<file path="src/rtl/cpu_types_pkg.sv">
// rtl/cpu_types_pkg.sv - shared pipeline control types and constants
package cpu_types_pkg;

  typedef enum logic [1:0] {
    RUN    = 2'd0,
    DWAIT  = 2'd1,
    HALTED = 2'd2
  } hazard_state_t;

  localparam logic [4:0] REG_ZERO = 5'd0;

endpackage

</file>
<file path="src/rtl/sat_counter.sv">
// rtl/sat_counter.sv - saturating event counter with synchronous clear
module sat_counter #(
  parameter int W = 16
) (
  input  logic         CLK,
  input  logic         RST,
  input  logic         inc,
  output logic [W-1:0] count
);

  logic [W-1:0] count_q;
  logic [W-1:0] count_d;

  always_comb begin
    count_d = count_q;
    if (inc && (count_q != {W{1'b1}})) begin
      count_d = count_q + {{(W-1){1'b0}}, 1'b1};
    end
  end

  always_ff @(posedge CLK) begin
    if (RST) begin
      count_q <= '0;
    end else begin
      count_q <= count_d;
    end
  end

  assign count = count_q;

endmodule

</file>
<file path="src/rtl/hazard_unit.sv">
// rtl/hazard_unit.sv - stall/flush control for the 5-stage pipeline with stall counters
module hazard_unit
  import cpu_types_pkg::*;
#(
  parameter int CNT_W = 16
) (
  input  logic             CLK,
  input  logic             RST,
  input  logic             ihit,
  input  logic             dhit,
  input  logic [4:0]       id_rs,
  input  logic [4:0]       id_rt,
  input  logic             ex_RegWr,
  input  logic             ex_MemtoReg,
  input  logic [4:0]       ex_WrDest,
  input  logic             ex_pcsrc_taken,
  input  logic             mem_dREN,
  input  logic             mem_dWEN,
  input  logic             mem_halt,
  output logic             pc_en,
  output logic             ifid_en,
  output logic             ifid_flush,
  output logic             idex_en,
  output logic             idex_flush,
  output logic             exmem_en,
  output logic             memwb_en,
  output logic             memwb_flush,
  output logic             halted,
  output logic [CNT_W-1:0] cnt_loaduse,
  output logic [CNT_W-1:0] cnt_dwait,
  output logic [CNT_W-1:0] cnt_flush
);

  hazard_state_t state_q;

  logic freeze;
  logic lu;
  logic active;
  logic inc_lu;
  logic inc_dwait;
  logic inc_flush;

  assign freeze = (mem_dREN | mem_dWEN) & ~dhit;
  assign lu     = ex_RegWr & ex_MemtoReg & (ex_WrDest != REG_ZERO) &
                  ((ex_WrDest == id_rs) | (ex_WrDest == id_rt));
  assign active = ~RST & (state_q != HALTED);

  // Each counter only ticks when its cause is the one that wins priority.
  assign inc_dwait = active & freeze;
  assign inc_flush = active & ~freeze & ex_pcsrc_taken;
  assign inc_lu    = active & ~freeze & ~ex_pcsrc_taken & lu;

  always_ff @(posedge CLK) begin
    if (RST) begin
      state_q <= RUN;
    end else begin
      case (state_q)
        RUN: begin
          if (mem_halt && !freeze) state_q <= HALTED;
          else if (freeze)         state_q <= DWAIT;
        end
        DWAIT: begin
          if (mem_halt && !freeze) state_q <= HALTED;
          else if (dhit)           state_q <= RUN;
        end
        default: state_q <= HALTED;
      endcase
    end
  end

  // Signals not named by a case stay 0; a flush loads its latch regardless of en.
  always_comb begin
    pc_en       = 1'b0;
    ifid_en     = 1'b0;
    ifid_flush  = 1'b0;
    idex_en     = 1'b0;
    idex_flush  = 1'b0;
    exmem_en    = 1'b0;
    memwb_en    = 1'b0;
    memwb_flush = 1'b0;
    if (!active) begin
      pc_en = 1'b0;
    end else if (freeze) begin
      memwb_en    = 1'b1;
      memwb_flush = 1'b1;
    end else if (ex_pcsrc_taken) begin
      pc_en      = 1'b1;
      ifid_flush = 1'b1;
      idex_flush = 1'b1;
      exmem_en   = 1'b1;
      memwb_en   = 1'b1;
    end else if (lu) begin
      idex_flush = 1'b1;
      exmem_en   = 1'b1;
      memwb_en   = 1'b1;
    end else if (!ihit) begin
      ifid_flush = 1'b1;
      idex_en    = 1'b1;
      exmem_en   = 1'b1;
      memwb_en   = 1'b1;
    end else begin
      pc_en    = 1'b1;
      ifid_en  = 1'b1;
      idex_en  = 1'b1;
      exmem_en = 1'b1;
      memwb_en = 1'b1;
    end
  end

  assign halted = ~RST & (state_q == HALTED);

  sat_counter #(.W(CNT_W)) u_cnt_loaduse (.CLK(CLK), .RST(RST), .inc(inc_lu),    .count(cnt_loaduse));
  sat_counter #(.W(CNT_W)) u_cnt_dwait   (.CLK(CLK), .RST(RST), .inc(inc_dwait), .count(cnt_dwait));
  sat_counter #(.W(CNT_W)) u_cnt_flush   (.CLK(CLK), .RST(RST), .inc(inc_flush), .count(cnt_flush));

endmodule

</file>
<file path="config.mk">
export PLATFORM = sky130hd
export DESIGN_NAME = hazard_unit
export DESIGN_NICKNAME = d
export VERILOG_FILES = /design/src/rtl/cpu_types_pkg.sv /design/src/rtl/sat_counter.sv /design/src/rtl/hazard_unit.sv
export SDC_FILE = /design/constraint.sdc
export NUM_CORES = 1
export LEC_CHECK = 0
export CORE_MARGIN = 2
export CORE_UTILIZATION = 51
export DETAILED_ROUTE_END_ITERATION = 10
export PLACE_DENSITY = 0.82
export SLEW_MARGIN = 20
export SYNTH_ARGS = -nofsm -noshare
export SYNTH_HDL_FRONTEND = slang
export SYNTH_SLANG_ARGS = --single-unit
</file>
<file path="constraint.sdc">
create_clock -name CLK -period 5.4 [get_ports CLK]
set_input_delay 0.54 -clock CLK [delete_from_list [all_inputs] [get_ports CLK]]
set_output_delay 0.54 -clock CLK [all_outputs]
set_load 0.02 [all_outputs]
</file>
==> run metrics <==
# nets final=447; Antenna Nets Post-Route=0; clk_skew=0.00737 ns; area share of fa/ha/maj cells after synthesis=0.0134; xor-xnor portion of the synthesized cell area=0.0908; post-cts resize count=0; most frequent cells after synthesis=dfxtp_1, nor2_1, nand2_1; static leakage=1.27 nW; Slew Limit Fails=0; setup TNS=0 ns; total track usage=0.239; RSZ-0062 raised after global routing=no; CP Launch Type=input port; post-synthesis sequential area ratio=0.358; maxcap violations=0; dominant cells by area after synthesis=dfxtp_1, xnor2_1, nor2_1; io pins=82; via/cell ratio=5.77; Req. time, crit path=4.86 ns; DP Cell Count=482; Post-Synth Simple-Gate Area=0.326; clock slew at reported path FFs=0.09 ns; Overflow after GRT=0; Yosys reg bits=50; DR WL/cell=14.3 µm; fin cells=490; worst setup margin=1.81 ns; Sink Count=50; setup bufs post-CTS=0; share of layout cells above drive strength 1=0.0524; area share of the largest cell type after synthesis=0.358; Top FF cell, synth=dfxtp_1; largest net degree at the start of global routing=56; final cycle utilization of the critical path=0.665; wire length of the first global-routing pass=12000 µm; mux cell area share after synthesis=0.0456; clk_lat worst skew=0.31 ns; hold-fix buffer count after cts=0; worst hold path class=flop to flop; area of the core=0.00520 mm²; Placement Setup Slack=1.83 ns; Compound-Gate Fraction of Synth Area=0.131; Final Setup Violations=0; status=finished clean; total number of vias=2827; Fill cells=418; clock buffer count from CTS=5; initial drt markers=258; crit end category=output pin; Post-Syn Area per Cell=8.13 µm²; starting density of the core=0.537; EDFF count, synth=0; crit path kind=input port to output pin; NetSw=0.000173 W; Layout area overhead=35.3%; First-pass DRT Iterations=7; Tot Pwr=0.000781 W; row cnt=26; final wirelength=7000 µm; routability congestion estimate=0.893; count of input and output buffers=81; post-detail-place hpwl=5080 µm; initial antenna violation count=0; Hold Violations, Final=0; post-synthesis async set-or-reset flop share=0; sequential share of power=0.479; Synth Instances=344; FF/Latch Area=0.00100 mm²; VDD IR max=0.000158 V; Clock Power Share=0.414; htree depth=2; Post-route DRC=0; CP Max Fanout=6; max_slew headroom=0.314; Gate power share=0.107; syn_nets=372; CTS tree=yes; most frequent cell after synthesis=dfxtp_1; Int Pwr=0.000608 W; Worst EP arrival=3.05 ns; minimum clock period=3.59 ns; antenna cells=0; fraction of power spent switching nets=0.221; worst-margin pin slew=1.02 ns; Fmax=0.279 GHz; chip width=78.1 µm; Yosys top cell by area=dfxtp_1; Hold Worst Slack=0.510 ns; Chip Height=78.1 µm; die area=0.00609 mm²; largest family of logic cells by synthesized area=simple AND/OR/NAND/NOR gates; Cell Area, Synth=0.00280 mm²; clock root cell=clkbuf_8; yosys warns=0; Cell variety after synth=50; footprint of the multi-input gates=0.00170 mm²; power density over the cells=206 mW/mm²; Max clock buf depth=2; number of global-route vias before repair=2630
==> cell families (layout without fill, tap and decap cells) <==
logic type,count (synthesis),after routing
AND/OR/NAND/NOR,172,172
AO/OA/AOI/OAI,52,52
flip-flops,50,50
XOR/XNOR,29,29
buffers and inverters,26,102
multiplexers,12,12
adder cells (fa/ha/maj),3,3
==> final timing paths <==
path	start	end	slack (ns)	depth (start not counted)
min reg2reg	state_q[1]	state_q[0]	0.51	1
max	ex_WrDest[1]	pc_en	1.81	6
max reg2reg	state_q[0]	u_cnt_flush.count[11]	2.96	5
min	state_q[1]	state_q[0]	0.51	1
==> area by class of cell <==
class	instances	area share
multi-input combinational	268	0.448
clock inverter	2	0.0159
clock buffer	6	0.0218
inverter	12	0.0119
timing repair buffer	82	0.215
sequential	50	0.264
tap	70	0.0231
==> stage by stage <==
| step | area [µm²] | utilization |
|---|---|---|
| 2_1_floorplan | 2800 | - |
| 3_3_place_gp | 3640 | 0.700 |
| 3_5_place_dp | 3640 | 0.700 |
| 4_1_cts | 3780 | 0.727 |
| 5_1_grt | 3780 | 0.727 |
| 6_report | 3780 | 0.727 |
==> state kept, by name, indices dropped and copies added (netlist names) <==
signal and count:
state_q 2, u_cnt_dwait.count 16, u_cnt_flush.count 16, u_cnt_loaduse.count 16
==> worst max-delay path, stage by stage <==
cell             delay [ns]
clkdlybuf4s50_1        0.46
or4_1                  0.58
o211ai_1               0.40
nor2_1                 0.18
o21ai_0                0.24
clkdlybuf4s50_1        0.63
==> power by group through the flow <==
stage                     Sequential [W]  Combinational [W]  Clock, W
after floorplan                 0.000384          0.0000420         0
final                           0.000374          0.0000835  0.000323
after CTS                       0.000374          0.0000836  0.000328
after global routing            0.000374          0.0000904  0.000342
after global placement          0.000382          0.0000813         0
after detailed placement        0.000382          0.0000832         0
==> cell usage in the layout (no fill, tap or decap), types with 4 or more instances in the layout <==
cell type	instances
a211oi_1	7
a21oi_1	11
and3_1	9
and4_1	4
clkbuf_8	6
clkdlybuf4s50_1	80
dfxtp_1	50
inv_1	12
mux2_2	6
mux2i_1	6
nand2_1	28
nand3_1	21
nand4_1	17
nor2_1	40
nor2b_1	7
nor3_1	11
nor4_1	12
o21ai_0	7
o31ai_1	4
or3_1	4
or4_1	7
xnor2_1	21
xor2_1	8
==> routing by layer <==
layer	track usage	routed length, µm
met1	0.315	3160
met2	0.389	3320
met3	0.0437	420
met4	0.0947	103
met5	0	0
No activity file was read; power rests on OpenSTA's default activity.
